### src/rtl/fp_pkg.sv
// Shared definitions for the floating-point normalise/round datapath.
//   rm_e      : rounding-mode encoding carried alongside each beat
//   FLAG_*    : bit positions inside the 3-bit {overflow, underflow, inexact} flag word
//   mw_of     : extended-mantissa width (carry, hidden, fraction, guard, round, sticky)
//   bias_of   : exponent bias for a given exponent field width
package fp_pkg;

  typedef enum logic [1:0] {
    RM_RNE = 2'd0,  // round to nearest, ties to even
    RM_RTZ = 2'd1,  // round toward zero
    RM_RUP = 2'd2,  // round toward +inf
    RM_RDN = 2'd3   // round toward -inf
  } rm_e;

  localparam int FLAG_OVF = 2;
  localparam int FLAG_UNF = 1;
  localparam int FLAG_INX = 0;

  function automatic int mw_of(input int man_w);
    return man_w + 5;
  endfunction

  function automatic int bias_of(input int exp_w);
    return (1 << (exp_w - 1)) - 1;
  endfunction

endpackage

### src/rtl/fp_lzc.sv
// Parametrised leading-zero counter.
//   i_data  : vector to scan, MSB first
//   o_count : number of zeros above the most significant 1 (W when i_data is all zero)
module fp_lzc #(
  parameter int W  = 27,
  parameter int CW = $clog2(W + 1)
) (
  input  logic [W-1:0]  i_data,
  output logic [CW-1:0] o_count
);

  // Scan LSB to MSB so the highest set bit is the last one to write the count.
  always_comb begin
    o_count = CW'(W);
    for (int i = 0; i < W; i++) begin
      if (i_data[i]) o_count = CW'(W - 1 - i);
    end
  end

endmodule

### src/rtl/fp_standardizer_pipe.sv
// Three-stage normalise-and-round pipeline for the FP add/sub datapath.
// Produces a packed sign/exponent/fraction result (no subnormals) with
// {overflow, underflow, inexact} flags.
//   clk, rst             : clock, asynchronous active-high reset
//   in_valid / in_ready  : input beat handshake
//   sign_in, exp_in      : sign and biased exponent before normalisation
//   mantis_in            : {carry, hidden, fraction, guard, round, sticky}
//   sticky_in            : extra alignment sticky, ORed into mantissa bit 0
//   rm_in                : rounding mode (rm_e encoding)
//   out_valid / out_ready: output beat handshake
//   sign_out, exp_out, mantis_out, flags_out : packed result and flags
//
// Handshake: a beat moves on a clock edge when valid && ready at that edge.
// A stage loads when it is empty or its downstream stage is loading, so a
// full pipe with out_ready high shifts every stage each cycle without a
// bubble. Output registers hold while out_valid && !out_ready.
module fp_standardizer_pipe
  import fp_pkg::*;
#(
  parameter int EXP_W = 8,
  parameter int MAN_W = 23
) (
  input  logic               clk,
  input  logic               rst,
  input  logic               in_valid,
  output logic               in_ready,
  input  logic               sign_in,
  input  logic [EXP_W-1:0]   exp_in,
  input  logic [MAN_W+4:0]   mantis_in,
  input  logic               sticky_in,
  input  logic [1:0]         rm_in,
  output logic               out_valid,
  input  logic               out_ready,
  output logic               sign_out,
  output logic [EXP_W-1:0]   exp_out,
  output logic [MAN_W-1:0]   mantis_out,
  output logic [2:0]         flags_out
);

  localparam int MW  = mw_of(MAN_W);
  localparam int LZW = $clog2(MW);
  localparam int EW  = EXP_W + 2;  // signed exponent with headroom both ways
  localparam logic signed [EW-1:0] E_MAX    = EW'((1 << EXP_W) - 1);
  localparam logic [EXP_W-1:0]     EXP_INF  = '1;
  localparam logic [EXP_W-1:0]     EXP_MAXF = {{(EXP_W-1){1'b1}}, 1'b0};

  // ---------------- stage enables ----------------
  logic r_v1, r_v2, r_v3;
  logic w_en1, w_en2, w_en3;

  assign w_en3    = !r_v3 || out_ready;
  assign w_en2    = !r_v2 || w_en3;
  assign w_en1    = !r_v1 || w_en2;
  assign in_ready = w_en1;

  // ---------------- S1: detect ----------------
  logic [MW-1:0]  w_man_in;
  logic [LZW-1:0] w_lzc;

  logic           r_s1_sign, r_s1_zero;
  logic [EXP_W-1:0] r_s1_exp;
  logic [MW-1:0]  r_s1_man;
  rm_e            r_s1_rm;
  logic [LZW-1:0] r_s1_lzc;

  assign w_man_in = mantis_in | {{(MW-1){1'b0}}, sticky_in};

  fp_lzc #(.W(MW - 1), .CW(LZW)) u_lzc (
    .i_data  (w_man_in[MW-2:0]),
    .o_count (w_lzc)
  );

  always_ff @(posedge clk or posedge rst) begin
    if (rst) begin
      r_v1      <= 1'b0;
      r_s1_sign <= 1'b0;
      r_s1_zero <= 1'b0;
      r_s1_exp  <= '0;
      r_s1_man  <= '0;
      r_s1_rm   <= RM_RNE;
      r_s1_lzc  <= '0;
    end else if (w_en1) begin
      r_v1 <= in_valid;
      if (in_valid) begin
        r_s1_sign <= sign_in;
        r_s1_zero <= (w_man_in == '0);
        r_s1_exp  <= exp_in;
        r_s1_man  <= w_man_in;
        r_s1_rm   <= rm_e'(rm_in);
        r_s1_lzc  <= w_lzc;
      end
    end
  end

  // ---------------- S2: normalise ----------------
  logic signed [EW-1:0] w_exp_ext, w_lzc_ext, w_e_norm;
  logic [MW-1:0]        w_man_norm;

  assign w_exp_ext = signed'({2'b00, r_s1_exp});
  assign w_lzc_ext = signed'({{(EW-LZW){1'b0}}, r_s1_lzc});

  always_comb begin
    w_e_norm   = w_exp_ext;
    w_man_norm = r_s1_man;
    if (r_s1_man[MW-1]) begin
      // Carry out of the adder: shift right once, folding the dropped bit into sticky.
      w_man_norm = {1'b0, r_s1_man[MW-1:2], r_s1_man[1] | r_s1_man[0]};
      w_e_norm   = w_exp_ext + EW'(1);
    end else begin
      w_man_norm = r_s1_man << r_s1_lzc;
      w_e_norm   = w_exp_ext - w_lzc_ext;
    end
  end

  logic                 r_s2_sign, r_s2_zero, r_s2_unf;
  rm_e                  r_s2_rm;
  logic [MW-1:0]        r_s2_man;
  logic signed [EW-1:0] r_s2_e;

  always_ff @(posedge clk or posedge rst) begin
    if (rst) begin
      r_v2      <= 1'b0;
      r_s2_sign <= 1'b0;
      r_s2_zero <= 1'b0;
      r_s2_unf  <= 1'b0;
      r_s2_rm   <= RM_RNE;
      r_s2_man  <= '0;
      r_s2_e    <= '0;
    end else if (w_en2) begin
      r_v2 <= r_v1;
      if (r_v1) begin
        r_s2_sign <= r_s1_sign;
        r_s2_zero <= r_s1_zero;
        r_s2_unf  <= !r_s1_zero && (w_e_norm <= 0);
        r_s2_rm   <= r_s1_rm;
        r_s2_man  <= w_man_norm;
        r_s2_e    <= w_e_norm;
      end
    end
  end

  // ---------------- S3: round ----------------
  logic [MAN_W-1:0]     w_frac;
  logic                 w_lsb, w_g, w_s, w_inc, w_to_inf, w_ovf;
  logic [MAN_W:0]       w_frac_sum;
  logic signed [EW-1:0] w_e_rnd;

  assign w_frac = r_s2_man[MW-3:3];
  assign w_lsb  = r_s2_man[3];
  assign w_g    = r_s2_man[2];
  assign w_s    = r_s2_man[1] | r_s2_man[0];

  always_comb begin
    w_inc = 1'b0;
    unique case (r_s2_rm)
      RM_RNE: w_inc = w_g & (w_s | w_lsb);
      RM_RTZ: w_inc = 1'b0;
      RM_RUP: w_inc = !r_s2_sign & (w_g | w_s);
      RM_RDN: w_inc = r_s2_sign & (w_g | w_s);
      default: w_inc = 1'b0;
    endcase
  end

  assign w_frac_sum = {1'b0, w_frac} + {{MAN_W{1'b0}}, w_inc};
  // A fraction carry-out leaves the fraction bits at zero and bumps the exponent.
  assign w_e_rnd  = r_s2_e + signed'({{(EW-1){1'b0}}, w_frac_sum[MAN_W]});
  assign w_ovf    = (w_e_rnd >= E_MAX);
  assign w_to_inf = (r_s2_rm == RM_RNE) || (r_s2_rm == RM_RUP && !r_s2_sign) ||
                    (r_s2_rm == RM_RDN && r_s2_sign);

  logic [EXP_W-1:0] w_exp3;
  logic [MAN_W-1:0] w_frac3;
  logic [2:0]       w_flags3;

  always_comb begin
    w_exp3   = w_e_rnd[EXP_W-1:0];
    w_frac3  = w_frac_sum[MAN_W-1:0];
    w_flags3 = '0;
    if (r_s2_zero) begin
      w_exp3  = '0;
      w_frac3 = '0;
    end else if (r_s2_unf) begin
      w_exp3             = '0;
      w_frac3            = '0;
      w_flags3[FLAG_UNF] = 1'b1;
      w_flags3[FLAG_INX] = 1'b1;
    end else if (w_ovf) begin
      w_exp3             = w_to_inf ? EXP_INF : EXP_MAXF;
      w_frac3            = w_to_inf ? '0 : '1;
      w_flags3[FLAG_OVF] = 1'b1;
      w_flags3[FLAG_INX] = 1'b1;
    end else begin
      w_flags3[FLAG_INX] = w_g | w_s;
    end
  end

  logic             r_sign3;
  logic [EXP_W-1:0] r_exp3;
  logic [MAN_W-1:0] r_frac3;
  logic [2:0]       r_flags3;

  always_ff @(posedge clk or posedge rst) begin
    if (rst) begin
      r_v3     <= 1'b0;
      r_sign3  <= 1'b0;
      r_exp3   <= '0;
      r_frac3  <= '0;
      r_flags3 <= '0;
    end else if (w_en3) begin
      r_v3 <= r_v2;
      if (r_v2) begin
        r_sign3  <= r_s2_sign;
        r_exp3   <= w_exp3;
        r_frac3  <= w_frac3;
        r_flags3 <= w_flags3;
      end
    end
  end

  assign out_valid  = r_v3;
  assign sign_out   = r_sign3;
  assign exp_out    = r_exp3;
  assign mantis_out = r_frac3;
  assign flags_out  = r_flags3;

endmodule

### config.mk
export PLATFORM = sky130hd
export DESIGN_NAME = fp_standardizer_pipe
export DESIGN_NICKNAME = d
export VERILOG_FILES = /design/src/rtl/fp_pkg.sv /design/src/rtl/fp_lzc.sv /design/src/rtl/fp_standardizer_pipe.sv
export SDC_FILE = /design/constraint.sdc
export NUM_CORES = 1
export LEC_CHECK = 0
export BUFFER_PORTS_ARGS = -buffer_cell sky130_fd_sc_hd__buf_4
export CORE_ASPECT_RATIO = 1.4
export CORE_MARGIN = 4
export CORE_UTILIZATION = 50
export CTS_CLUSTER_SIZE = 24
export DETAILED_ROUTE_END_ITERATION = 6
export GPL_TIMING_DRIVEN = 0
export MAX_ROUTING_LAYER = met4
export PLACE_DENSITY = 0.69
export RECOVER_POWER = 100
export SKIP_LAST_GASP = 1
export SYNTH_ARGS = -nofsm -noshare
export SYNTH_HDL_FRONTEND = slang
export SYNTH_SLANG_ARGS = --single-unit
export TNS_END_PERCENT = 5
### constraint.sdc
create_clock -name clk -period 4 [get_ports clk]
set_clock_uncertainty 0.15 [all_clocks]
set_input_delay 0.4 -clock clk [delete_from_list [all_inputs] [get_ports clk]]
set_output_delay 0.4 -clock clk [all_outputs]
set_load 0.005 [all_outputs]
### Word level (Yosys, flattened, before mapping)

Cells that the tools add are included.
W data, S select, Z words.

* equality and inequality tests: 3
* add/subtract/negate cells: 4
* magnitude comparators: 2
* reduce and logical (&&, ||, !) cells: 18
* shifts and indexed selects: 1
* multiplexer cells: 44
* bitwise logic cells: 8

Operators with widths (number)
* $mux W23: 4
* $mux W5: 16
* $mux W4: 8
* $logic_not A28 Y1: 1
* $or A28 B1 Y28: 1
* $shl A28 B5 Y26: 1
* $mux W26: 1
* $add A23 B1 Y24: 1
* $mux W8: 3
* $add A10 B2 Y10: 1
* $ge A10 B9 Y1 const B: 1
* $le A10 B1 Y1 const B: 1
* $mux W10: 1
* $add A8 B1 Y9 const B: 1
* $sub A8 B5 Y9: 1
* $mux W1: 7
* $reduce_and A2 Y1: 3
* $logic_not A1 Y1: 5
* $logic_or A1 B1 Y1: 5
* $eq A2 B2 Y1 const B: 2
* $mux W2: 2
* $or A1 B1 Y1: 4
* $pmux W1 S4: 1
* $and A1 B1 Y1: 3
* 4 further kinds: 6

* output and inout port bits: 37
* logic and storage cells: 99
* input bits: 44
* bits in registers: 124

### Logic depth before layout (Yosys ltp)

Gate-level depths: netlist of the first run.

* depth after elaboration: 28
* mapped depth: 20
* gate-level depth less buffers: 18

### Modules after synthesis

A second synthesis of the first run with hierarchy kept.

* cell total of the unflattened synthesis: 797
* area total of the unflattened synthesis: 7683.6 um^2

Modules (own cells, without submodules)
* fp_standardizer_pipe: area an instance 7405.9 um^2, seq. area each 3103.0 um^2, cells an instance 746, times used 1
* fp_lzc: area an instance 277.8 um^2, seq. area each 0.0 um^2, cells an instance 51, times used 1

### Worst setup path after synthesis of the first run

No wires, ideal clock.

* path kind: register to register
* start point: reg r_s2_rm[0]
* end point: reg r_frac3[10] (netlist: mantis_out[10])
* data arrival time: 3.974 ns
* library setup time: 0.121 ns
* cell stages (with the launch flop): 21
* period minus slack after synthesis: 4.245 ns
* path slack: -0.245 ns
* required time: 3.729 ns
* buffers on the path: 2
* path through: dfrtp_1 -> and2_1 -> ha_1 -> nor2_1 -> nand2_1 -> o21ai_0 -> ha_1 -> nand3_1 -> or4_1 -> buf_2 -> nor2_1 -> and3_1 -> ha_1 -> ha_1 -> nand3_2 -> or3b_1 -> o211ai_1 -> o211ai_4 -> o21ba_4 -> buf_6 -> a22o_1

* word-level cells in the longest chain between the ends: 8
* elaborated cells on any way between the ends: 16
* those cells by class: add/sub (2); order compare (1); eq/ne (3); mux (5); reduce/logical (5)

RTL lines
* start, declared: line fp_standardizer_pipe.sv:116 `rm_e r_s2_rm;`
* start signal, assigned: line fp_standardizer_pipe.sv:135 `r_s2_rm <= r_s1_rm;`
* $eq A2 B2 Y1 (tied with other cells): line fp_standardizer_pipe.sv:155, fp_standardizer_pipe.sv:169
* $pmux W1 S4 / $logic_and A1 B1 Y1 (equally long branches): line fp_standardizer_pipe.sv:155, fp_standardizer_pipe.sv:168
* $add A23 B1 Y24 / $logic_or A1 B1 Y1 (equally long branches): line fp_standardizer_pipe.sv:164, fp_standardizer_pipe.sv:168
* $add A10 B2 Y10 / $logic_or A1 B1 Y1 (equally long branches): line fp_standardizer_pipe.sv:166, fp_standardizer_pipe.sv:168
* $ge A10 B9 Y1 / $mux W23 (equally long branches): line fp_standardizer_pipe.sv:167, fp_standardizer_pipe.sv:189
* $mux W23 (*): line fp_standardizer_pipe.sv:187 `end else if (w_ovf) begin`
* $mux W23 (*): line fp_standardizer_pipe.sv:182 `end else if (r_s2_unf) begin`
* $mux W23 (*): line fp_standardizer_pipe.sv:179 `if (r_s2_zero) begin`
* end signal, assigned: line fp_standardizer_pipe.sv:214 `r_frac3 <= w_frac3;`
* end, declared: line fp_standardizer_pipe.sv:199 `logic [MAN_W-1:0] r_frac3;`

Every way passes the cells marked *; elsewhere a longest branch is shown, timed or not.
A chain may end at the register's enable or synchronous reset.

### Worst setup path after layout of the first run

* start point: reg r_s2_rm[1]
* end point: reg r_frac3[21] (netlist: mantis_out[21])

Same word-level chain as after synthesis.

==> impl_metrics.csv, run 1 <==
group,metric,value,unit
status,status,"finished, violations left",
status,violations,"max-capacitance violations, max-slew violations, negative setup slack",
detailed_routing,drt_wl_total,21100,um
clock_tree,cts_root_buf,"clkbuf_16",
yosys,synth_area_per_cell,9.31,sq um
setup_path,cp-start-kind,"flop",
setup_path,crit_path_end_kind,"flop",
power,powerDensity,564,nW/um^2
clock_tree,cts_tree,"built",
yosys,synth_common_cells,"nand2_1, dfrtp_1, nor2_1",
die,die_y,154,um
grt,grt_start_max_net_pins,87,
setup_path,critPathKind,"reg2reg",
yosys,synth_top_area_share,40.9,%
clock_tree,cts_sinks,124,
setup_path,crit_path_max_incr_delay,530,ps
grt,grt_util_all_layers,26.0,%
yosys,synth_edf_count,0,
die,die_x,112,um
placement,gp_congestion,1.04,
placement,portBuffers,80,
yosys,synth_cell_types,65,
power,power.leakage,4.08,nW
placement,dp_hpwl,15900,um
worst_hold_path,hold_class,"in2reg",
sta,period_share,102,%
grt,grt_antenna_before_repair,0,
setup_path,crit_chain,"and2_1 -> ha_1 -> nor2_1 -> nand2_1 -> o21ai_1 -> ha_2 -> nand3_4 -> or4_4 -> nor2_4 -> and3_4 -> ha_4 -> ha_4 -> nand3_4 -> or3b_1 -> o211ai_1 -> o211ai_4 -> o21ba_4 -> buf_6 -> a22o_1",
clock_tree,path_clk_slew,60,ps
setup_path,path_buf_inv,1,
detailed_routing,viasPerCell,5.86,
setup_path,crit_start,"r_s2_rm[1]$_DFFE_PP0P_",
power,power,0.00523,W
setup_path,worstPathRequired,4150,ps
clock_tree,htreeDepth,4,
yosys,syn-num-nets,871,
finish,layout-drive-gt1-share,21.5,%
yosys,synth_largest_area_cell,"dfrtp_1",
yosys,yosysWarnings,0,
die,initial_core_util,50.7,%
setup_path,crit_family,"simple AND/OR/NAND/NOR gates",
sta,setup-violations-final,27,
clock_tree,clock_latency,420,ps
yosys,ys_seq_area_share,40.9,%
yosys,synth_area_leaders,"dfrtp_1, nand2_1, mux4_2, mux2_2, o21ai_0",
sta,finalMaxSlewViolations,40,
sta,grt_setup_unrepaired,"true",
sta,setup_ws,-97.7,ps
yosys,syn-instance-count,815,
detailed_routing,num_vias,6632,
clock_tree,cts_buffers,17,
finish,antenna_cells,0,
die,row_count,53,
die,io_pins,81,
worst_hold_path,hp-start,"exp_in[7]",
yosys,synth_area,7590,sq um
detailed_routing,drtAntennaViolNets,0,
power,ir_drop,267,uV
finish,final_nets,983,
clock_tree,cts_buffer_depth,2,
detailed_routing,drt_pass1_iterations,6,
detailed_routing,drt_iter0_drc,488,
sta,slew_headroom,-13.2,%
finish,stdcell_area,9270,sq um
grt,first_global_vias,6541,
sta,fmax,0.244,GHz
sta,fin_crit,4100,ps
grt,grt_pass1_wl,34600,um
die,core-area,15000,sq um
die,die_area,17200,sq um
setup_path,cp.arrival,4250,ps
detailed_routing,drc,0,
yosys,synthFlopType,"dfrtp_1",
yosys,yosysMostFrequentCell,"nand2_1",
sta,hold_viol,0,
placement,place_area,8520,sq um
finish,syn_to_final_growth,22.1,%
yosys,ys_ff_latch,124,
yosys,synth-async-reset-ratio,100,%
detailed_routing,wl_per_cell,18.6,um
setup_path,cpMaxStageDelayCell,"or4_4",
sta,tightestPinTransition,1690,ps
setup_path,r2r-start,"r_s2_rm[1]$_DFFE_PP0P_",
run,max_cap_violations,1,
grt,overflow,0,
setup_path,crit_fanout,7,
==> sequential cells by signal (all words and copies together), names as in the netlist <==
signal,cells
exp_out,8
flags_out,3
mantis_out,23
out_valid,1
r_s1_exp,8
r_s1_lzc,5
r_s1_man,28
r_s1_rm,2
r_s1_sign,1
r_s1_zero,1
r_s2_e,10
r_s2_man,26
r_s2_rm,2
r_s2_sign,1
r_s2_unf,1
r_s2_zero,1
r_v1,1
r_v2,1
sign_out,1
==> worst paths after layout <==
| kind | slack [ps] | endpoint | cells past startpoint |
|---|---|---|---|
| worst max-delay path | -100 | mantis_out[21]$_DFFE_PP0P_ | 19 |
| worst min-delay path | 20 | r_s1_exp[7]$_DFFE_PP0P_ | 3 |
| worst max register to register | -100 | mantis_out[21]$_DFFE_PP0P_ | 19 |
| worst min register to register | 320 | exp_out[4]$_DFFE_PP0P_ | 1 |
| max in group asynchronous | 980 | r_s1_man[14]$_DFFE_PP0P_ | 4 |
| min in group asynchronous | 800 | mantis_out[4]$_DFFE_PP0P_ | 3 |
==> tightest hold or removal path: stages <==
cell and delay (ps):
buf_4 80, nand2_1 40, nand2_1 40
==> area by class of cell <==
cell class                 count  area (sq um)
inverter                      23          87.6
tap                          192           240
clock buffer                  18           439
timing repair buffer          94           716
multi-input combinational    616          4230
buffer                        51           236
fill                        1353          5720
clock inverter                13           214
sequential                   124          3100
==> per-layer routing <==
metal | vias to the layer above | track usage (%) | share of wire (%)
li1 | 3185 | - | -
met1 | 3148 | 30.2 | 40
met2 | 237 | 44.4 | 52
met3 | 62 | 3.78 | 4.8
met4 | 0 | 11.5 | 4.0
met5 | - | - | 0
==> where the power goes <==
group	internal, W	switching (W)	total (W)
Combinational	0.000807	0.000802	0.00161
Sequential	0.00157	0.000324	0.00190
Clock	0.00112	0.000598	0.00172
Total	0.00350	0.00172	0.00523
==> cell usage in the layout, fill, tap and decap left out, types with 22 or more instances in the layout <==
cell,synthesis,final
dfrtp_1,124,124
clkbuf_1,28,39
mux4_2,22,22
buf_4,4,57
a22o_1,22,22
o21ai_0,52,51
nor2_1,60,59
nand2_1,157,157
mux2_2,28,27
xnor2_1,22,22
a21oi_1,40,40
clkbuf_4,0,39
==> per-stage QoR <==
| step | setup slack (ps) | util [%] | hold slack, ps | setup TNS [ps] | std cells |
|---|---|---|---|---|---|
| final | -97.7 | 61.8 | 18.7 | -1910 | 1131 |
| after global routing | -320 | 61.8 | 17.1 | -9090 | 1131 |
| after CTS | -124 | 62.1 | 14.1 | -2580 | 1131 |
| after detailed placement | -505 | 56.9 | 272 | -14780 | 1088 |
| after global placement | -1190 | 56.7 | 313 | -160660 | 1087 |
| after floorplan | -106 | - | 289 | -2200 | 815 |
==> repair_timing <==
action                                  4_1_cts  5_1_grt
endpoints found under the hold margin        38        0
resized for setup                            10        0
endpoints found under the setup margin       33       33
buffers inserted                             10        0
cloned                                        2        0
pin swaps                                     7        1
hold buffers                                  1        0
==> logic make-up after synthesis <==
logic type      Yosys count  synth area share (%)
fa+ha+maj                12                  2.08
mux                      70                  13.3
flops                   124                  40.9
xor+xnor                 34                  3.92
simple gates            311                  18.7
buf+inv                  75                  4.45
compound gates          189                  16.7
Note: power is estimated with default switching activity, not from simulation.
==> inputs of run 2 (changes only) <==
--- a/config.mk
+++ b/config.mk
@@ -5,6 +5,7 @@
 export SDC_FILE = /design/constraint.sdc
 export NUM_CORES = 1
 export LEC_CHECK = 0
+export ABC_AREA = 1
 export BUFFER_PORTS_ARGS = -buffer_cell sky130_fd_sc_hd__buf_4
 export CORE_ASPECT_RATIO = 1.4
 export CORE_MARGIN = 4
==> run 2 against run 1 <==
The run ends with negative setup slack left. Maximum frequency down 16%. Via count up 7.5%. Power up 6.7%. Routed wire length up 2.0%. Sequential power up 5%. Synthesized cell count up 23%. First-iteration DRC count down 9.4%. Global-route usage up 1.6 points. Sequential cell count unchanged. Highest routed layer unchanged.
==> impl_metrics.csv, run 2 <==
group,metric,value,unit
sta,tightestPinTransition,1420,ps
sta,setup_ws,-888,ps
sta,period_share,122,%
grt,grt_util_all_layers,27.6,%
grt,grt_start_max_net_pins,91,
setup_path,crit_fanout,5,
yosys,yosysWarnings,0,
yosys,synth_top_area_share,42.7,%
yosys,ys_seq_area_share,42.7,%
grt,grt_antenna_before_repair,0,
yosys,synth_area_per_cell,7.25,sq um
setup_path,worstPathRequired,4150,ps
detailed_routing,drc,0,
power,p_int,0.00345,W
worst_hold_path,hold_class,"in2reg",
sta,fin_crit,4890,ps
detailed_routing,drt_wl_total,21500,um
finish,fin_util,64.0,%
setup_path,crit_path_end_kind,"flop",
power,combinationalPowerShare,35.6,%
power,power.leakage,4.35,nW
clock_tree,cts_sinks,124,
placement,dp_hpwl,16300,um
clock_tree,cts_buffers,17,
finish,top_register,"r_s1_man",
power,power,0.00558,W
grt,grt_pass1_wl,34300,um
finish,stdcell_area,9030,sq um
detailed_routing,drt_pass1_iterations,5,
setup_path,cp.arrival,5040,ps
clock_tree,clock_latency,420,ps
power,sw_frac_of_total,38.2,%
finish,final_cell_mix,"nand2_1, o21ai_0, dfrtp_1",
finish,final_common_cell,"nand2_1",
finish,final_nets,1176,
die,row_count,51,
clock_tree,htreeDepth,4,
setup_path,r2r-start,"r_s2_rm[1]$_DFFE_PP0P_",
sta,finalMaxSlewViolations,0,
setup_path,cpMaxStageDelayCell,"dfrtp_1",
clock_tree,cts_root_buf,"clkbuf_16",
detailed_routing,num_vias,7132,
setup_path,critPathKind,"reg2reg",
detailed_routing,viasPerCell,5.41,
power,powerDensity,618,nW/um^2
yosys,synth_edf_count,0,
power,ir_drop,248,uV
finish,syn_to_final_growth,24.3,%
finish,largest_reg_flops,28,
die,die_x,110,um
finish,antenna_cells,0,
finish,layout-drive-gt1-share,15.4,%
yosys,syn-instance-count,1002,
detailed_routing,drt_iter0_drc,442,
yosys,synth_largest_area_cell,"dfrtp_1",
detailed_routing,wl_per_cell,16.3,um
sta,slew_headroom,4.61,%
grt,overflow,0,
power,p_seq_share,35.8,%
yosys,synth_cell_types,45,
clock_tree,path_clk_slew,60,ps
yosys,synth_common_cells,"nand2_1, o21ai_0, dfrtp_1",
sta,hold_viol,0,
yosys,synth-async-reset-ratio,100,%
status,status,"finished, violations left",
setup_path,regToRegSetupSlack,-890,ps
die,die_area,16500,sq um
detailed_routing,wl_met2,11300,um
yosys,synth_area_leaders,"dfrtp_1, nand2_1, o21ai_0, inv_1, a21oi_1",
placement,portBuffers,80,
detailed_routing,wl_met3,972,um
detailed_routing,drtAntennaViolNets,0,
sta,fmax,0.205,GHz
die,initial_core_util,51.5,%
die,io_pins,81,
die,core-area,14100,sq um
grt,first_global_vias,6931,
setup_path,crit_path_max_incr_delay,400,ps
setup_path,crit_start,"r_s2_rm[1]$_DFFE_PP0P_",
detailed_routing,met1_length,8550,um
setup_path,cpMostUsedCell,"nand2_2",
yosys,synthFlopType,"dfrtp_1",
yosys,syn-num-nets,1058,
yosys,yosysMostFrequentCell,"nand2_1",
clock_tree,cts_buffer_depth,2,
sta,whs,22.4,ps
power,power_switching,0.00213,W
power,pwr-share-clk,28.7,%
yosys,ys_ff_latch,124,
placement,place_area,8150,sq um
clock_tree,cts_tree,"built",
worst_hold_path,hp-start,"rm_in[0]",
yosys,synth_area,7260,sq um
detailed_routing,highest-signal-layer,"met4",
placement,gp_congestion,0.959,
status,violations,"negative setup slack",
sta,grt_setup_unrepaired,"true",
sta,setup-violations-final,33,
die,die_y,151,um
run,max_cap_violations,0,
setup_path,cp-start-kind,"flop",
run 2: worst max-delay path, delay by kind of cell, from the launching register on:
family                   cells  cell delay, ps
AO/OA/AOI/OAI                4             360
XOR/XNOR                     1             160
adder cells (fa/ha/maj)      3             740
buffers and inverters        4             340
flip-flops                   1             400
AND/OR/NAND/NOR             21            2580
run 2: layout make-up:
| type | count | area (sq um) |
|---|---|---|
| Clock inverter | 13 | 165 |
| Clock buffer | 19 | 443 |
| Fill cell | 1353 | 5080 |
| Inverter | 93 | 353 |
| Tap cell | 185 | 231 |
| Multi-Input combinational cell | 737 | 3780 |
| Sequential cell | 124 | 3100 |
| Timing Repair Buffer | 99 | 743 |
| Buffer | 48 | 203 |
run 2: per-stage QoR:
stage	setup WS (ps)	setup TNS, ps	std cells
floorplan	-463	-10850	1002
finish	-888	-26770	1318
detailed placement	-1460	-42770	1268
global placement	-1400	-181300	1267
global route	-1250	-38830	1318
CTS	-913	-28220	1310
run 2: what timing repair did:
action / CTS / global route
gates resized for setup: 12 / 27
endpoints found under the hold margin: 34 / 0
endpoints found under the setup margin: 33 / 33
hold buffers: 1 / 0
gates cloned: 0 / 1
pin swaps: 7 / 16
setup buffers: 9 / 7
run 2: kinds of logic (layout without fill, tap and decap cells):
logic type	after synthesis	in the layout	synth area share, %
AND/OR/NAND/NOR	460	460	26.4
AO/OA/AOI/OAI	243	243	18.6
buffers and inverters	141	272	7.37
flip-flops	124	124	42.7
XOR/XNOR	18	18	2.17
adder cells (fa/ha/maj)	12	12	2.17
multiplexers	4	4	0.551
run 2: power groups by stage:
stage | Sequential, W | Clock, W | Combinational, W
4_1_cts | 0.00197 | 0.00161 | 0.00191
3_3_place_gp | 0.00198 | 0 | 0.00181
5_1_grt | 0.00204 | 0.00167 | 0.00224
2_1_floorplan | 0.00193 | 0 | 0.00119
3_5_place_dp | 0.00199 | 0 | 0.00184
6_report | 0.00200 | 0.00160 | 0.00199
run 2: path summary, 6_finish.rpt:
check | endpoint | depth (start not counted)
hold reg to reg | flags_out[2]$_DFFE_PP0P_ | 2
hold / removal | r_s1_rm[0]$_DFFE_PP0P_ | 3
max in group asynchronous | r_s2_man[18]$_DFFE_PP0P_ | 4
setup / recovery | mantis_out[18]$_DFFE_PP0P_ | 33
min in group asynchronous | exp_out[4]$_DFFE_PP0P_ | 3
setup reg to reg | mantis_out[18]$_DFFE_PP0P_ | 33
run 2: per-layer routing:
metal  GRT usage [%]  up-vias
li1                -     3558
met3            4.55       55
met1            31.7     3319
met5               -        -
met2            47.9      200
met4            10.2        0
==> inputs of run 3 (changes only) <==
--- a/config.mk
+++ b/config.mk
@@ -7,15 +7,18 @@
 export LEC_CHECK = 0
 export ABC_AREA = 1
 export BUFFER_PORTS_ARGS = -buffer_cell sky130_fd_sc_hd__buf_4
+export CELL_PAD_IN_SITES_DETAIL_PLACEMENT = 0
+export CELL_PAD_IN_SITES_GLOBAL_PLACEMENT = 1
 export CORE_ASPECT_RATIO = 1.4
 export CORE_MARGIN = 4
-export CORE_UTILIZATION = 50
+export CORE_UTILIZATION = 43
 export CTS_CLUSTER_SIZE = 24
 export DETAILED_ROUTE_END_ITERATION = 6
 export GPL_TIMING_DRIVEN = 0
 export MAX_ROUTING_LAYER = met4
-export PLACE_DENSITY = 0.69
+export PLACE_DENSITY = 0.77
 export RECOVER_POWER = 100
+export SKIP_CTS_REPAIR_TIMING = 1
 export SKIP_LAST_GASP = 1
 export SYNTH_ARGS = -nofsm -noshare
 export SYNTH_HDL_FRONTEND = slang
==> constraint.sdc (replaced) <==
create_clock -name clk -period 5.6 [get_ports clk]
set_clock_uncertainty 0.15 [all_clocks]
set_input_delay 0.56 -clock clk [delete_from_list [all_inputs] [get_ports clk]]
set_output_delay 0.56 -clock clk [all_outputs]
set_load 0.005 [all_outputs]
==> run 3 against run 2 <==
Largest cell class unchanged. Sequential power fell by 29%. The run ends with max-capacitance violations, max-slew violations left. Critical path depth rose by 1. Routed wire length rose by 1.3%. Power fell by 30%. Cell count rose by 0.38%.
==> impl_metrics.csv, run 3 (same netlist as run 2, synthesis figures left out) <==
group,metric,value,unit
status,status,"finished, violations left",
status,violations,"max-capacitance violations, max-slew violations",
finish,top_register,"r_s1_man",
grt,grt_util_all_layers,24.1,%
sta,setup-violations-final,0,
power,p_int,0.00243,W
setup_path,cpMaxStageDelayCell,"dfrtp_1",
die,initial_core_util,43.6,%
setup_path,regToRegSetupSlack,400,ps
power,pwr-share-clk,29.4,%
setup_path,crit_path_end_kind,"flop",
power,power_switching,0.00147,W
clock_tree,path_clk_slew,60,ps
power,p_seq_share,36.3,%
finish,final_nets,1163,
finish,largest_reg_flops,28,
clock_tree,cts_tree,"built",
detailed_routing,drtAntennaViolNets,0,
finish,final_common_cell,"nand2_1",
setup_path,critPathKind,"reg2reg",
run,max_cap_violations,2,
placement,portBuffers,80,
sta,grt_setup_unrepaired,"true",
power,power.leakage,4.30,nW
finish,layout-drive-gt1-share,13.1,%
grt,grt_start_max_net_pins,65,
finish,final_cell_mix,"nand2_1, o21ai_0, dfrtp_1",
power,sw_frac_of_total,37.7,%
detailed_routing,drt_iter0_drc,299,
grt,overflow,0,
worst_hold_path,hold_class,"in2reg",
clock_tree,cts_sinks,124,
sta,whs,185,ps
sta,period_share,92.8,%
grt,grt_antenna_before_repair,0,
clock_tree,cts_root_buf,"clkbuf_16",
clock_tree,cts_buffers,17,
sta,slew_headroom,-81.9,%
detailed_routing,drt_wl_total,21800,um
finish,fillers,1759,
die,die_y,162,um
clock_tree,htreeDepth,4,
setup_path,cpMostUsedCell,"nand2_1",
finish,antenna_cells,0,
setup_path,crit_path_max_incr_delay,430,ps
setup_path,crit_fanout,10,
sta,fin_crit,5200,ps
placement,gp_congestion,0.957,
sta,setup_ws,404,ps
sta,tightestPinTransition,2710,ps
power,power,0.00390,W
sta,hold_viol,0,
setup_path,worstPathRequired,5760,ps
detailed_routing,num_vias,6811,
die,die_area,19100,sq um
sta,finalMaxSlewViolations,127,
power,powerDensity,442,nW/um^2
power,combinationalPowerShare,34.3,%
detailed_routing,drt_pass1_iterations,5,
detailed_routing,wl_per_cell,16.4,um
grt,first_global_vias,6857,
detailed_routing,viasPerCell,5.15,
setup_path,cp-start-kind,"flop",
die,io_pins,81,
clock_tree,clock_latency,420,ps
die,row_count,56,
placement,dp_hpwl,17700,um
clock_tree,cts_buffer_depth,2,
finish,syn_to_final_growth,21.6,%
die,die_x,118,um
placement,preCtsSetupSlack,-223,ps
grt,grt_pass1_wl,35400,um
detailed_routing,drc,0,
die,core-area,16700,sq um
setup_path,cp.arrival,5360,ps
sta,fmax,0.192,GHz
power,ir_drop,201,uV
-- run 3: cell types whose count changed in the layout (fill, tap and decap cells not counted), moves of 3 or more --
cell      delta
buf_4       -10
clkinv_4     -3
nand2_1      +5
nand2_2      -4
-- run 3: worst paths after layout --
kind | startpoint | endpoint | depth (start not counted)
max | r_s2_rm[1]$_DFFE_PP0P_ | mantis_out[18]$_DFFE_PP0P_ | 34
min in group asynchronous | rst | exp_out[5]$_DFFE_PP0P_ | 2
max in group asynchronous | rst | r_s1_man[7]$_DFFE_PP0P_ | 3
min | exp_in[1] | r_s1_exp[1]$_DFFE_PP0P_ | 3
max reg2reg | r_s2_rm[1]$_DFFE_PP0P_ | mantis_out[18]$_DFFE_PP0P_ | 34
min reg2reg | mantis_out[16]$_DFFE_PP0P_ | mantis_out[16]$_DFFE_PP0P_ | 2
-- run 3: area by class of cell --
type / instances / area [sq um] / area share (%)
repair buffers: 86 / 651 / 7.36
well taps: 203 / 254 / 2.87
inverters: 93 / 358 / 4.05
flip-flops and latches: 124 / 3100 / 35.1
clock inverters: 13 / 163 / 1.84
multi-input cells: 737 / 3670 / 41.5
clock buffers: 19 / 453 / 5.13
plain buffers: 48 / 186 / 2.11
-- run 3: power by group through the flow --
stage	Sequential [W]	Clock, W	Combinational [W]
after floorplan	0.00138	0	0.000849
after global placement	0.00142	0	0.00132
after detailed placement	0.00143	0	0.00133
after CTS	0.00141	0.00116	0.00134
after global routing	0.00146	0.00121	0.00153
final	0.00142	0.00115	0.00134
-- run 3: stage by stage --
stage               std cells  util, %  setup TNS, ps  cell area, sq um
finish                   1323     53.0              0              8840
global placement         1285     48.7          -2060              8120
floorplan                1002        -              0              7260
detailed placement       1286     48.9          -3390              8150
CTS                      1318     52.6          -3270              8770
global route             1323     53.0           -469              8840
-- run 3: layer usage --
layer | track usage (%) | share of wire, % | up-vias
li1 | - | - | 3543
met1 | 27.3 | 43 | 3131
met2 | 43.9 | 53 | 115
met3 | 3.45 | 2.3 | 22
met4 | 8.11 | 1.7 | 0
met5 | - | 0 | -
-- run 3: critical path: cells and delay by family, from the launching register on --
kind / cells / cell delay, ps
simple gates: 21 / 2580
fa+ha+maj: 4 / 950
compound gates: 4 / 450
flops: 1 / 430
buf+inv: 4 / 390
xor+xnor: 1 / 150
